===== src/rtl/add8_err_pkg.sv =====
// Shared types and width helpers for the approximate-adder error meter.
// Widths are derived from the operand width W.
package add8_err_pkg;

  typedef enum logic [1:0] {
    ST_IDLE  = 2'd0,
    ST_SWEEP = 2'd1,
    ST_DRAIN = 2'd2,
    ST_DONE  = 2'd3
  } state_t;

  localparam int W_DEF = 8;

  function automatic int sae_w(input int w);
    return 3 * w + 1;
  endfunction

  function automatic int sse_w(input int w);
    return 4 * w + 2;
  endfunction

  function automatic int hd_w(input int w);
    return 2 * w + 4;
  endfunction

  function automatic int cnt_w(input int w);
    return 2 * w + 1;
  endfunction

  function automatic int pop_w(input int w);
    return $clog2(w + 2);
  endfunction

endpackage


===== src/rtl/add8_err_stage.sv =====
// Combinational per-pair error terms: mismatch flag, |err|,
// err^2 and Hamming distance against the exact sum.
module add8_err_stage
  import add8_err_pkg::*;
#(
  parameter int W  = W_DEF,
  parameter int PW = pop_w(W)
) (
  input  logic [W-1:0]   i_a,
  input  logic [W-1:0]   i_b,
  input  logic [W:0]     i_res,
  output logic           o_err,
  output logic [W:0]     o_abs,
  output logic [2*W+1:0] o_sq,
  output logic [PW-1:0]  o_pop
);

  logic [W:0]     w_exact;
  logic [W:0]     w_x;
  logic [2*W+1:0] w_abs_ext;

  assign w_exact = {1'b0, i_a} + {1'b0, i_b};
  assign o_err   = (i_res != w_exact);

  assign o_abs = (i_res >= w_exact) ?
                 (i_res - w_exact) :
                 (w_exact - i_res);

  assign w_abs_ext = {{(W+1){1'b0}}, o_abs};
  assign o_sq      = w_abs_ext * w_abs_ext;
  assign w_x       = i_res ^ w_exact;

  // Popcount of the differing result bits
  always_comb begin
    o_pop = '0;
    for (int i = 0; i <= W; i++) begin
      o_pop = o_pop + PW'(w_x[i]);
    end
  end

endmodule


===== src/rtl/add8_err_meter.sv =====
// Sweeps all operand pairs through an external adder and
// accumulates EP/MAE/MSE/WCE/HD error metrics.
module add8_err_meter
  import add8_err_pkg::*;
#(
  parameter int W     = W_DEF,
  parameter int SAE_W = sae_w(W),
  parameter int SSE_W = sse_w(W),
  parameter int HD_W  = hd_w(W),
  parameter int CNT_W = cnt_w(W)
) (
  input  logic             clk,
  input  logic             rst_n,
  input  logic             start,
  output logic             busy,
  output logic             done,
  output logic [W-1:0]     op_a,
  output logic [W-1:0]     op_b,
  output logic             op_vld,
  input  logic [W:0]       res_in,
  output logic [CNT_W-1:0] err_cnt,
  output logic [SAE_W-1:0] sae,
  output logic [SSE_W-1:0] sse,
  output logic [W:0]       wce,
  output logic [W-1:0]     wce_a,
  output logic [W-1:0]     wce_b,
  output logic [HD_W-1:0]  hd_sum
);

  localparam int PW = pop_w(W);
  localparam int NW = 2 * W;

  state_t r_state;
  state_t w_state_nxt;
  logic   w_clr;
  logic   w_last;

  logic [NW-1:0] r_cnt;

  logic           w_err;
  logic [W:0]     w_abs;
  logic [2*W+1:0] w_sq;
  logic [PW-1:0]  w_pop;

  logic           r_s1_vld;
  logic           r_s1_err;
  logic [W:0]     r_s1_abs;
  logic [2*W+1:0] r_s1_sq;
  logic [PW-1:0]  r_s1_pop;
  logic [W-1:0]   r_s1_a;
  logic [W-1:0]   r_s1_b;

  logic [CNT_W-1:0] r_err_cnt;
  logic [SAE_W-1:0] r_sae;
  logic [SSE_W-1:0] r_sse;
  logic [W:0]       r_wce;
  logic [W-1:0]     r_wce_a;
  logic [W-1:0]     r_wce_b;
  logic [HD_W-1:0]  r_hd;

  assign w_last = (r_cnt == {NW{1'b1}});

  // Next-state logic; a start from IDLE/DONE clears the metrics
  always_comb begin
    w_state_nxt = r_state;
    w_clr       = 1'b0;
    case (r_state)
      ST_IDLE, ST_DONE: begin
        if (start) begin
          w_state_nxt = ST_SWEEP;
          w_clr       = 1'b1;
        end
      end
      ST_SWEEP: begin
        if (w_last) w_state_nxt = ST_DRAIN;
      end
      ST_DRAIN: w_state_nxt = ST_DONE;
      default:  w_state_nxt = ST_IDLE;
    endcase
  end

  // State register
  always_ff @(posedge clk) begin
    if (!rst_n) r_state <= ST_IDLE;
    else        r_state <= w_state_nxt;
  end

  // Pair counter; wraps after the last pair and is left idle
  always_ff @(posedge clk) begin
    if (!rst_n || w_clr)          r_cnt <= '0;
    else if (r_state == ST_SWEEP) r_cnt <= r_cnt + 1'b1;
  end

  assign op_a   = r_cnt[W-1:0];
  assign op_b   = r_cnt[NW-1:W];
  assign op_vld = (r_state == ST_SWEEP);
  assign busy   = (r_state == ST_SWEEP) ||
                  (r_state == ST_DRAIN);
  assign done   = (r_state == ST_DONE);

  add8_err_stage #(
    .W  (W),
    .PW (PW)
  ) u_stage (
    .i_a   (op_a),
    .i_b   (op_b),
    .i_res (res_in),
    .o_err (w_err),
    .o_abs (w_abs),
    .o_sq  (w_sq),
    .o_pop (w_pop)
  );

  // S1: capture per-pair error terms alongside the operands
  always_ff @(posedge clk) begin
    if (!rst_n) begin
      r_s1_vld <= 1'b0;
      r_s1_err <= 1'b0;
      r_s1_abs <= '0;
      r_s1_sq  <= '0;
      r_s1_pop <= '0;
      r_s1_a   <= '0;
      r_s1_b   <= '0;
    end else begin
      r_s1_vld <= op_vld;
      r_s1_err <= w_err;
      r_s1_abs <= w_abs;
      r_s1_sq  <= w_sq;
      r_s1_pop <= w_pop;
      r_s1_a   <= op_a;
      r_s1_b   <= op_b;
    end
  end

  // S2: accumulate metrics; strict > keeps the earliest worst pair
  always_ff @(posedge clk) begin
    if (!rst_n || w_clr) begin
      r_err_cnt <= '0;
      r_sae     <= '0;
      r_sse     <= '0;
      r_wce     <= '0;
      r_wce_a   <= '0;
      r_wce_b   <= '0;
      r_hd      <= '0;
    end else if (r_s1_vld) begin
      r_err_cnt <= r_err_cnt + CNT_W'(r_s1_err);
      r_sae     <= r_sae + SAE_W'(r_s1_abs);
      r_sse     <= r_sse + SSE_W'(r_s1_sq);
      r_hd      <= r_hd + HD_W'(r_s1_pop);
      if (r_s1_abs > r_wce) begin
        r_wce   <= r_s1_abs;
        r_wce_a <= r_s1_a;
        r_wce_b <= r_s1_b;
      end
    end
  end

  assign err_cnt = r_err_cnt;
  assign sae     = r_sae;
  assign sse     = r_sse;
  assign wce     = r_wce;
  assign wce_a   = r_wce_a;
  assign wce_b   = r_wce_b;
  assign hd_sum  = r_hd;

endmodule


===== config.mk =====
export PLATFORM = sky130hd
export DESIGN_NAME = add8_err_meter
export DESIGN_NICKNAME = d
export VERILOG_FILES = /design/src/rtl/add8_err_pkg.sv /design/src/rtl/add8_err_stage.sv /design/src/rtl/add8_err_meter.sv
export SDC_FILE = /design/constraint.sdc
export NUM_CORES = 1
export LEC_CHECK = 0
export CAP_MARGIN = 25
export CORE_ASPECT_RATIO = 1.1
export CORE_UTILIZATION = 45
export DETAILED_ROUTE_END_ITERATION = 6
export PLACE_DENSITY = 0.67
export REMOVE_ABC_BUFFERS = 1
export SETUP_SLACK_MARGIN = 0.4
export SLEW_MARGIN = 20
export SYNTH_ARGS = -nofsm -noshare
export SYNTH_HDL_FRONTEND = slang
export SYNTH_HIERARCHICAL = 1
export SYNTH_SLANG_ARGS = --single-unit

===== constraint.sdc =====
create_clock -name clk -period 12.55 [get_ports clk]
set_input_delay 1.255 -clock clk [delete_from_list [all_inputs] [get_ports clk]]
set_output_delay 1.255 -clock clk [all_outputs]
set_load 0.1 [all_outputs]

# Word level (Yosys, flattened, before mapping)
# Cells that the tools add are included.
# totals
word_cells	56
input_bits	12
latchBits	0
ramBits	0
ff_bits	188
rom_bits	0
out_inout_bits	140
memories	0
# classes
n_reduce_logical	7
n_shift	0
order_cmp	2
n_bitwise	1
n_mul	1
muxes	6
add_sub_neg	16
eq_ne	7
n_div	0
# ops
operator	n
adder 34 x 18 -> 34 bit	1
adder 4 x 1 -> 4 bit	7
adder 25 x 9 -> 25 bit	1
adder 20 x 4 -> 20 bit	1
multiplier 9 x 9 -> 18 bit	1
subtractor 9 bit	2
adder 17 x 1 -> 17 bit	1
adder 16 x 1 -> 16 bit (second input constant)	1
equality test 16 bit (second input constant)	1
adder 8 x 8 -> 9 bit	1
greater-or-equal comparator 9 bit	1
greater-than comparator 9 bit	1
two-way mux 9 bit	1
inequality test 9 bit	1
XOR 9 bit	1
case mux 2 bit (3 select lines)	1
equality test 2 bit (second input constant)	2
two-way mux 2 bit	2
AND reduction 2 bit	2
adder 1 x 1 -> 2 bit	1
equality test 2 x 1 -> 1 bit (second input constant)	1
logical NOT 2 bit	1
logical OR 1 bit	2
two-way mux 1 bit	2
other kinds (4)	4

# Logic depth before layout (Yosys ltp)
# Gate-level depths: netlist of run 1.
# logic_depth
word_depth	10
ltp_mapped	35

# By module
# Netlist of run 1, hierarchy kept.
# modules_own_cells
mod	instances	area_each_um2	cells_per_inst	seq_area_each_um2
add8_err_meter	1	8513.2	920	3763.6
add8_err_stage	1	3319.4	408	0.0

# Worst setup path before layout of run 1
# Ideal clock, no wire load.
# synth_path
path_kind	register -> register
from	register r_cnt[0]
to	register r_s1_sq[17]
path_buffers	1
path_stages_with_launch	33
t_arrival_ns	7.706
setup_ns	0.115
required_time_ns	12.435
setup_slack_ns	4.729
cell_sequence	dfxtp_1 > ha_1 > fa_1 > a21o_1 > a21oi_1 > o21bai_1 > a21oi_1 > o21bai_1 > a21oi_1 > ha_1 > a21oi_1 > nand2_4 > a21oi_4 > mux2i_1 > xnor2_2 > buf_6 > and2_4 > inv_2 > fa_1 > inv_1 > fa_1 > inv_1 > fa_1 > fa_1 > inv_1 > ha_1 > o21ai_0 > o21ai_0 > and3_1 > nor4_1 > a22oi_1 > xnor2_1 > and2_1
# synth_between
elab_chain_len	4
# synth_lines
item	line	rtl
from (decl)	add8_err_meter.sv:38	logic [NW-1:0] r_cnt;
from (signal assigned)	add8_err_meter.sv:91	else if (r_state == ST_SWEEP) r_cnt <= r_cnt + 1'b1;
adder 8 x 8 -> 9 bit *	add8_err_stage.sv:22	assign w_exact = {1'b0, i_a} + {1'b0, i_b};
subtractor 9 bit, or another cell as far along	add8_err_stage.sv:27	(w_exact - i_res);
two-way mux 9 bit *	add8_err_stage.sv:25	assign o_abs = (i_res >= w_exact) ?
via w_abs[6]	add8_err_meter.sv:41	logic [W:0] w_abs;
multiplier 9 x 9 -> 18 bit *	add8_err_stage.sv:30	assign o_sq = w_abs_ext * w_abs_ext;
via w_sq[17]	add8_err_meter.sv:42	logic [2*W+1:0] w_sq;
to (signal assigned)	add8_err_meter.sv:128	r_s1_sq <= w_sq;
to (decl)	add8_err_meter.sv:48	logic [2*W+1:0] r_s1_sq;
# Mark *: on every way through the listed nets, which the timed path passes. The rest lies on a longest branch.
# A chain may end at the register's enable or synchronous reset.

# Worst setup path after layout of run 1
# Ends and elaborated chain as after synthesis.

==> flow_summary.html, run 1 <==
<table>
<tr><th>Metric</th><th>Value</th></tr>
<tr><th colspan="2">Outcome</th></tr>
<tr><td>Status</td><td>complete, no violations</td></tr>
<tr><th colspan="2">Clocking</th></tr>
<tr><td>Clock input transition at the sequential cells of the worst setup and hold paths</td><td>0.08 ns</td></tr>
<tr><td>Clock tree root driver cell</td><td>sky130_fd_sc_hd__clkbuf_16</td></tr>
<tr><td>CTS H-Tree Depth</td><td>4</td></tr>
<tr><td>Number of hold buffers added after CTS</td><td>0</td></tr>
<tr><td>Setup Fix Bufs, Post-CTS</td><td>0</td></tr>
<tr><td>CTS tree</td><td>yes</td></tr>
<tr><td>Maximum root-to-sink buffer count</td><td>2</td></tr>
<tr><td>Clock Sink Count</td><td>188</td></tr>
<tr><td>Clock insertion delay at the later pin of the skew report</td><td>0.43 ns</td></tr>
<tr><td>Total clock buffers created by CTS</td><td>17</td></tr>
<tr><td>Post-cts repair resize count</td><td>0</td></tr>
<tr><th colspan="2">GRT</th></tr>
<tr><td>Overall Global Routing Usage</td><td>0.193</td></tr>
<tr><td>Sum of overflow across all layers after global routing</td><td>0</td></tr>
<tr><td>Wire length of the first global-routing pass</td><td>42100 um</td></tr>
<tr><td>Antenna violations before repair</td><td>0</td></tr>
<tr><td>Largest net degree at the start of global routing</td><td>72</td></tr>
<tr><td>Number of global-route vias before repair</td><td>8794</td></tr>
<tr><th colspan="2">Yosys</th></tr>
<tr><td>Seq/Total Area, Yosys</td><td>0.318</td></tr>
<tr><td>Count of flip-flops with a built-in enable after synthesis</td><td>0</td></tr>
<tr><td>Cell type contributing the most total cell area after synthesis</td><td>sky130_fd_sc_hd__dfxtp_1</td></tr>
<tr><td>Most used standard cell by instance count after synthesis</td><td>sky130_fd_sc_hd__dfxtp_1</td></tr>
<tr><td>Register bit count reported by yosys</td><td>188</td></tr>
<tr><td>Mean post-synth cell area</td><td>8.91 um2</td></tr>
<tr><td>Synth async-reset ratio</td><td>0</td></tr>
<tr><td>Top cell type's share of synthesized area</td><td>0.318</td></tr>
<tr><td>Post-synth cell types</td><td>73</td></tr>
<tr><td>Number of warnings reported in the yosys synthesis log</td><td>6</td></tr>
<tr><td>Cell types with the highest counts after synthesis</td><td>sky130_fd_sc_hd__dfxtp_1, sky130_fd_sc_hd__nor2_1, sky130_fd_sc_hd__inv_1</td></tr>
<tr><td>Top area cells in the synthesized netlist</td><td>sky130_fd_sc_hd__dfxtp_1, sky130_fd_sc_hd__ha_1, sky130_fd_sc_hd__fa_1</td></tr>
<tr><td>Most instantiated flip-flop cell in the synthesis netlist</td><td>sky130_fd_sc_hd__dfxtp_1</td></tr>
<tr><td>Mapped Cells</td><td>1328</td></tr>
<tr><td>Post-synthesis instance area</td><td>11800 um2</td></tr>
<tr><th colspan="2">STA</th></tr>
<tr><td>Fin. Hold Viols</td><td>0</td></tr>
<tr><td>Worst hold margin</td><td>0.462 ns</td></tr>
<tr><td>Unrepaired setup endpoints after global routing</td><td>false</td></tr>
<tr><td>Crit share post-route</td><td>0.658</td></tr>
<tr><td>Final total negative setup slack</td><td>0 ns</td></tr>
<tr><td>Achievable clock frequency</td><td>121 MHz</td></tr>
<tr><td>Final worst clock skew</td><td>0.0152 ns</td></tr>
<tr><td>Post-route minimum period</td><td>8.26 ns</td></tr>
<tr><td>Relative max-transition margin</td><td>0.298</td></tr>
<tr><td>Pins over their slew limit</td><td>0</td></tr>
<tr><td>Final Setup Violations</td><td>0</td></tr>
<tr><td>Slew at the pin closest to its max-slew limit</td><td>1.05 ns</td></tr>
<tr><th colspan="2">Placement</th></tr>
<tr><td>Placed Cells</td><td>1789</td></tr>
<tr><td>Post-placement cell area</td><td>13600 um2</td></tr>
<tr><td>Buffers on Ports</td><td>151</td></tr>
<tr><td>Weighted congestion reported at the end of routability-driven placement</td><td>0.862</td></tr>
<tr><td>Half-perimeter wire length after detailed placement</td><td>18800 um</td></tr>
<tr><th colspan="2">Die</th></tr>
<tr><td>Boundary pin count</td><td>152</td></tr>
<tr><td>Height of the chip</td><td>172 um</td></tr>
<tr><td>Effective utilization at floorplan</td><td>0.463</td></tr>
<tr><td>Die extent in x</td><td>157 um</td></tr>
<tr><td>Die Outline Area</td><td>26900 um2</td></tr>
<tr><td>Number of cell rows</td><td>61</td></tr>
<tr><td>Core footprint</td><td>25600 um2</td></tr>
<tr><th colspan="2">Power and ir drop</th></tr>
<tr><td>Power Density</td><td>195 nW/um2</td></tr>
<tr><td>Net load switching power</td><td>1.20 mW</td></tr>
<tr><td>Seq pwr share</td><td>0.247</td></tr>
<tr><td>Switching share of power</td><td>0.431</td></tr>
<tr><td>Combinational cell fraction of total power</td><td>0.565</td></tr>
<tr><td>Internal cell power</td><td>1.57 mW</td></tr>
<tr><td>Clock share of power</td><td>0.188</td></tr>
<tr><td>Maximum VDD drop</td><td>0.174 mV</td></tr>
<tr><td>Pleak</td><td>6.12 nW</td></tr>
<tr><th colspan="2">Routing</th></tr>
<tr><td>TritonRoute pass-1 iters</td><td>5</td></tr>
<tr><td>Remaining routing DRC violations</td><td>0</td></tr>
<tr><td>Per-cell via count in the routed design</td><td>5.11</td></tr>
<tr><td>Avg WL per Cell</td><td>13.9 um</td></tr>
<tr><td>Remaining number of nets flagged by the antenna check after routing</td><td>0</td></tr>
<tr><td>Total wirelength of the detailed-routed design</td><td>25400 um</td></tr>
<tr><td>Initial DRC Count</td><td>514</td></tr>
<tr><td>Number of vias in the routed layout</td><td>9294</td></tr>
<tr><th colspan="2">Setup path</th></tr>
<tr><td>Signal arrival time at the worst endpoint</td><td>8.58 ns</td></tr>
<tr><td>Critical path launch point type</td><td>flip-flop</td></tr>
<tr><td>Cell seen most often among critical-path stages</td><td>sky130_fd_sc_hd__fa_1</td></tr>
<tr><td>Cell type of the slowest stage on the worst timing path</td><td>sky130_fd_sc_hd__xnor2_2</td></tr>
<tr><td>CP endpoint kind</td><td>flip-flop</td></tr>
<tr><td>Data required time of the critical path</td><td>12.87 ns</td></tr>
<tr><td>Stage delay of the slowest cell on the critical path</td><td>0.56 ns</td></tr>
<tr><td>Setup CP Type</td><td>flip-flop to flip-flop</td></tr>
<tr><td>Critical path fanouts, max</td><td>13</td></tr>
<tr><th colspan="2">Finish</th></tr>
<tr><td>Antenna Diode Count</td><td>0</td></tr>
<tr><td>Multi-input gate area</td><td>7370 um2</td></tr>
<tr><td>Fin area</td><td>14200 um2</td></tr>
<tr><td>Number of filler cells placed in the layout</td><td>2399</td></tr>
<tr><td>Share of layout cells above drive strength 1</td><td>0.0529</td></tr>
<tr><td>Non-filler cells in the finished layout</td><td>1820</td></tr>
<tr><td>Share of the core filled with cells in the final layout</td><td>0.555</td></tr>
<tr><td># nets final</td><td>1630</td></tr>
<tr><td>Synth-to-layout area growth</td><td>19.8%</td></tr>
<tr><td>Register area</td><td>3760 um2</td></tr>
<tr><th colspan="2">Hold path</th></tr>
<tr><td>Type of the worst min-delay path</td><td>flip-flop to flip-flop</td></tr>
<tr><th colspan="2">Flow run</th></tr>
<tr><td>Number of max-cap violations</td><td>0</td></tr>
</table>
-- layout make-up --
cell class | count | area share
Multi-Input combinational cell | 967 | 0.520
Timing Repair Buffer | 156 | 0.109
Tap cell | 346 | 0.0305
Clock inverter | 13 | 0.00944
Sequential cell | 188 | 0.266
Clock buffer | 18 | 0.0303
Inverter | 132 | 0.0349
-- power groups by stage --
stage	Clock (mW)	Sequential, mW	Combinational (mW)
global placement	0	0.696	1.54
detailed placement	0	0.698	1.56
finish	0.521	0.683	1.57
CTS	0.538	0.684	1.59
global route	0.561	0.688	1.78
floorplan	0	0.783	1.17
-- cells by family after synthesis --
| family | share of synthesized area |
|---|---|
| fa+ha+maj | 0.194 |
| flops | 0.318 |
| mux | 0.0486 |
| other cells | 0.000317 |
| xor+xnor | 0.0845 |
| buf+inv | 0.0593 |
| compound gates | 0.106 |
| simple gates | 0.189 |
-- critical path: cells and delay by family, from the launching register on --
kind                     cells  cell delay, ns
AO/OA/AOI/OAI               11            2.31
adder cells (fa/ha/maj)      8            3.30
XOR/XNOR                     2            0.70
buffers and inverters        4            0.18
AND/OR/NAND/NOR              5            1.08
multiplexers                 1            0.18
flip-flops                   1            0.38
-- per-layer routing --
metal,up-vias,track usage,wire length [um]
met5,-,0,0
met4,0,0.0567,400
met3,20,0.0236,604
met2,141,0.326,12200
met1,4440,0.257,12200
li1,4693,-,-
-- flip-flops by register name (all words and copies together) (netlist names), 2 cells and up --
register / flops
sse: 34
sae: 25
hd_sum: 20
r_s1_sq: 18
err_cnt: 17
r_cnt: 16
r_s1_abs: 9
wce: 9
r_s1_a: 8
r_s1_b: 8
wce_a: 8
wce_b: 8
r_s1_pop: 4
r_state: 2
-- through the flow --
step,setup slack (ns),power (mW)
2_1_floorplan,4.67,1.95
3_3_place_gp,4.55,2.24
3_5_place_dp,4.38,2.26
4_1_cts,4.32,2.81
5_1_grt,3.76,3.03
6_report,4.29,2.77
-- worst paths after layout --
path / from / end / slack (ns) / cells after the start
setup / recovery: r_cnt[0] / r_s1_sq[17] / 4.29 / 31
setup reg to reg: r_cnt[0] / r_s1_sq[17] / 4.29 / 31
hold reg to reg: r_s1_b[4] / wce_b[4] / 0.46 / 2
hold / removal: r_s1_b[4] / wce_b[4] / 0.46 / 2
-- cell usage in the layout (no fill, tap or decap), types with 5 or more instances in the layout --
cell type,instances
sky130_fd_sc_hd__xnor2_2,6
sky130_fd_sc_hd__and3_1,27
sky130_fd_sc_hd__nor3_1,11
sky130_fd_sc_hd__o21ai_0,35
sky130_fd_sc_hd__a31o_2,6
sky130_fd_sc_hd__nor2_1,162
sky130_fd_sc_hd__or3_1,14
sky130_fd_sc_hd__xnor2_1,45
sky130_fd_sc_hd__a21oi_1,63
sky130_fd_sc_hd__nand2b_1,16
sky130_fd_sc_hd__o211ai_1,7
sky130_fd_sc_hd__mux2i_1,53
sky130_fd_sc_hd__ha_1,110
sky130_fd_sc_hd__dfxtp_1,187
sky130_fd_sc_hd__nand2_1,71
sky130_fd_sc_hd__and2_1,58
sky130_fd_sc_hd__o21bai_1,7
sky130_fd_sc_hd__buf_4,5
sky130_fd_sc_hd__xor2_1,58
sky130_fd_sc_hd__nor2b_1,19
sky130_fd_sc_hd__clkbuf_16,17
sky130_fd_sc_hd__a21boi_0,5
sky130_fd_sc_hd__a211oi_1,8
sky130_fd_sc_hd__nand4_1,20
sky130_fd_sc_hd__inv_1,128
sky130_fd_sc_hd__nand3_1,32
sky130_fd_sc_hd__clkdlybuf4s50_1,151
sky130_fd_sc_hd__fa_1,46
sky130_fd_sc_hd__a21o_1,20
sky130_fd_sc_hd__a31oi_1,6
Power figures use the tool's default switching activity.
==> run 2, diff against run 1 <==
==> constraint.sdc (replaced) <==
create_clock -name clk -period 8.05 [get_ports clk]
set_input_delay 0.805 -clock clk [delete_from_list [all_inputs] [get_ports clk]]
set_output_delay 0.805 -clock clk [all_outputs]
set_load 0.1 [all_outputs]
==> run 2 against run 1 <==
Sequential cell count unchanged. Total power up 61%. Sequential share of layout area decreased by 0.46 points. Largest cell class unchanged. Clock power up 60%. Clock skew up 0.0045 ns. Global-route usage about the same. Cell count rose by 1.1%.
==> flow_summary.html, run 2 (synthesized netlist as in run 1, its figures left out) <==
<table>
<tr><th>Metric</th><th>Value</th></tr>
<tr><th colspan="2">Routing</th></tr>
<tr><td>Remaining number of nets flagged by the antenna check after routing</td><td>0 (unchanged)</td></tr>
<tr><td>Total wirelength of the detailed-routed design</td><td>25700 um (+1.5%)</td></tr>
<tr><td>Initial DRC Count</td><td>420 (-18%)</td></tr>
<tr><td>Remaining routing DRC violations</td><td>0 (unchanged)</td></tr>
<tr><td>TritonRoute pass-1 iters</td><td>5 (unchanged)</td></tr>
<tr><td>Avg WL per Cell</td><td>14.0 um (+0.38%)</td></tr>
<tr><td>Per-cell via count in the routed design</td><td>5.12 (+0.23%)</td></tr>
<tr><td>Number of vias in the routed layout</td><td>9418 (+1.3%)</td></tr>
<tr><th colspan="2">Die</th></tr>
<tr><td>Effective utilization at floorplan</td><td>0.463 (unchanged)</td></tr>
<tr><td>Die Outline Area</td><td>26900 um2 (unchanged)</td></tr>
<tr><td>Number of cell rows</td><td>61 (unchanged)</td></tr>
<tr><td>Boundary pin count</td><td>152 (unchanged)</td></tr>
<tr><td>Die extent in x</td><td>157 um (unchanged)</td></tr>
<tr><td>Height of the chip</td><td>172 um (unchanged)</td></tr>
<tr><td>Core footprint</td><td>25600 um2 (unchanged)</td></tr>
<tr><th colspan="2">Finish</th></tr>
<tr><td>Share of the core filled with cells in the final layout</td><td>0.565 (+0.0104)</td></tr>
<tr><td>Leading cell type in the layout, fill and taps excluded</td><td>sky130_fd_sc_hd__dfxtp_1</td></tr>
<tr><td>Number of flip-flops under the largest register name</td><td>34 (unchanged)</td></tr>
<tr><td>Synth-to-layout area growth</td><td>22.1%</td></tr>
<tr><td>Share of layout cells above drive strength 1</td><td>0.0817 (+0.0288)</td></tr>
<tr><td>Top library cells by usage in the layout, fill and taps aside</td><td>sky130_fd_sc_hd__dfxtp_1, sky130_fd_sc_hd__nor2_1, sky130_fd_sc_hd__clkdlybuf4s50_1, sky130_fd_sc_hd__inv_1, sky130_fd_sc_hd__ha_1</td></tr>
<tr><td># nets final</td><td>1648 (+1.1%)</td></tr>
<tr><td>Fin area</td><td>14400 um2 (+1.9%)</td></tr>
<tr><th colspan="2">Outcome</th></tr>
<tr><td>Status</td><td>complete, no violations</td></tr>
<tr><th colspan="2">STA</th></tr>
<tr><td>Pins over their slew limit</td><td>0 (unchanged)</td></tr>
<tr><td>Final total negative setup slack</td><td>0 ns (unchanged)</td></tr>
<tr><td>Crit share post-route</td><td>0.912 (+0.254)</td></tr>
<tr><td>Fin. Hold Viols</td><td>0 (unchanged)</td></tr>
<tr><td>Unrepaired setup endpoints after global routing</td><td>false</td></tr>
<tr><td>Final worst clock skew</td><td>0.0197 ns (+0.00452 ns)</td></tr>
<tr><td>Worst hold margin</td><td>0.454 ns (-0.00776 ns)</td></tr>
<tr><td>Post-route minimum period</td><td>7.34 ns (-0.921 ns)</td></tr>
<tr><td>Final Setup Violations</td><td>0 (unchanged)</td></tr>
<tr><td>Achievable clock frequency</td><td>136 MHz (+13%)</td></tr>
<tr><td>Worst path setup slack after routing</td><td>0.711 ns (-3.58 ns)</td></tr>
<tr><td>Relative max-transition margin</td><td>0.297 (-0.000784)</td></tr>
<tr><td>Slew at the pin closest to its max-slew limit</td><td>1.05 ns (+0.00117 ns)</td></tr>
<tr><th colspan="2">Clocking</th></tr>
<tr><td>Clock tree root driver cell</td><td>sky130_fd_sc_hd__clkbuf_16</td></tr>
<tr><td>Clock Sink Count</td><td>188 (unchanged)</td></tr>
<tr><td>Number of hold buffers added after CTS</td><td>0 (unchanged)</td></tr>
<tr><td>Clock insertion delay at the later pin of the skew report</td><td>0.44 ns (about the same)</td></tr>
<tr><td>CTS H-Tree Depth</td><td>4 (unchanged)</td></tr>
<tr><td>Clock input transition at the sequential cells of the worst setup and hold paths</td><td>0.08 ns (about the same)</td></tr>
<tr><td>Maximum root-to-sink buffer count</td><td>2 (unchanged)</td></tr>
<tr><td>Total clock buffers created by CTS</td><td>17 (unchanged)</td></tr>
<tr><td>CTS tree</td><td>yes</td></tr>
<tr><th colspan="2">Setup path</th></tr>
<tr><td>Stage delay of the slowest cell on the critical path</td><td>0.55 ns (about the same)</td></tr>
<tr><td>CP endpoint kind</td><td>flip-flop</td></tr>
<tr><td>Critical path launch point type</td><td>flip-flop</td></tr>
<tr><td>Signal arrival time at the worst endpoint</td><td>7.66 ns (-0.92 ns)</td></tr>
<tr><td>Data required time of the critical path</td><td>8.38 ns (-4.49 ns)</td></tr>
<tr><td>Setup CP Type</td><td>flip-flop to flip-flop</td></tr>
<tr><td>Critical path fanouts, max</td><td>6 (-7)</td></tr>
<tr><td>Cell seen most often among critical-path stages</td><td>sky130_fd_sc_hd__fa_1</td></tr>
<tr><td>Cell type of the slowest stage on the worst timing path</td><td>sky130_fd_sc_hd__fa_1</td></tr>
<tr><th colspan="2">GRT</th></tr>
<tr><td>Largest net degree at the start of global routing</td><td>93 (+29%)</td></tr>
<tr><td>Wire length of the first global-routing pass</td><td>41900 um (-0.65%)</td></tr>
<tr><td>Number of global-route vias before repair</td><td>8862 (+0.77%)</td></tr>
<tr><td>Antenna violations before repair</td><td>1 (+1)</td></tr>
<tr><td>Sum of overflow across all layers after global routing</td><td>0 (unchanged)</td></tr>
<tr><td>Overall Global Routing Usage</td><td>0.193 (+0.000467)</td></tr>
<tr><th colspan="2">Placement</th></tr>
<tr><td>Weighted congestion reported at the end of routability-driven placement</td><td>0.855 (-0.78%)</td></tr>
<tr><td>Half-perimeter wire length after detailed placement</td><td>19100 um (+1.2%)</td></tr>
<tr><td>Dpl ws</td><td>0.150 ns (-4.23 ns)</td></tr>
<tr><td>Post-placement cell area</td><td>13600 um2 (+0.11%)</td></tr>
<tr><td>Buffers on Ports</td><td>151 (unchanged)</td></tr>
<tr><th colspan="2">Power and ir drop</th></tr>
<tr><td>Power Density</td><td>309 nW/um2 (+58%)</td></tr>
<tr><td>Pleak</td><td>6.24 nW (+2.0%)</td></tr>
<tr><td>Maximum VDD drop</td><td>0.297 mV (+71%)</td></tr>
<tr><th colspan="2">Flow run</th></tr>
<tr><td>Number of max-cap violations</td><td>0 (unchanged)</td></tr>
<tr><th colspan="2">Hold path</th></tr>
<tr><td>Type of the worst min-delay path</td><td>flip-flop to flip-flop</td></tr>
</table>
[run 2: cell count changes in the layout (fill, tap and decap cells not counted), sizes merged]
| cell | delta |
|---|---|
| inv | +2 |
| clkinvlp | -3 |
| a21oi | +1 |
| diode | +1 |
| buf | +17 |
| clkinv | +2 |
[run 2: area by class of cell]
cell class                      instances  area (um2)
Tap cell                              346         433
Clock inverter                         14         155
Timing Repair Buffer                  173        1680
Clock buffer                           18         429
Sequential cell                       188        3770
Antenna cell                            1        2.50
Fill cell                            2315       11100
Inverter                              132         495
Multi-Input combinational cell        968        7480
[run 2: where the power goes]
group / switching [mW] / internal [mW]
logic: 1.46 / 1.12
clock network: 0.418 / 0.416
registers: 0.0461 / 1.02
[run 2: final timing paths]
kind | slack [ns] | cells after the start | startpoint | end
max | 0.71 | 32 | r_cnt[0] | r_s1_sq[17]
min | 0.45 | 2 | r_s1_a[0] | wce_a[0]
max reg2reg | 0.71 | 32 | r_cnt[0] | r_s1_sq[17]
min reg2reg | 0.45 | 2 | r_s1_a[0] | wce_a[0]
[run 2: timing repair]
action,4_1_cts,5_1_grt
gates cloned,1,0
buffers inserted,2,13
pin swaps,0,8
resized for setup,4,29
setup endpoints to repair,5,7
[run 2: critical path, delay by kind of cell (launching register included)]
kind            cells  cell delay [ns]
flops               1             0.36
simple gates        8             1.47
buf+inv             5             0.52
xor+xnor            3             0.54
compound gates      8             1.07
fa+ha+maj           8             3.26
[run 2: metrics by stage]
stage	power, mW	instances
floorplan	3.04	1287
global placement	3.50	1791
detailed placement	3.54	1791
CTS	4.40	1826
global route	4.87	1839
finish	4.47	1840
[run 2: layer usage]
layer	vias up	part of all wire	routed length, um	global-route usage
met3	32	0.027	699	0.0248
met1	4469	0.48	12200	0.247
met5	-	0	0	0
met2	177	0.48	12300	0.334
li1	4740	-	-	-
met4	0	0.020	502	0.0669
==> run 3, diff against run 2 <==
--- a/config.mk
+++ b/config.mk
@@ -5,7 +5,7 @@
 export SDC_FILE = /design/constraint.sdc
 export NUM_CORES = 1
 export LEC_CHECK = 0
-export CAP_MARGIN = 25
+export CAP_MARGIN = 0
 export CORE_ASPECT_RATIO = 1.1
 export CORE_UTILIZATION = 45
 export DETAILED_ROUTE_END_ITERATION = 6
==> results of run 3 <==
Same layout as run 2: the final DEF is identical, and so are final timing and power.
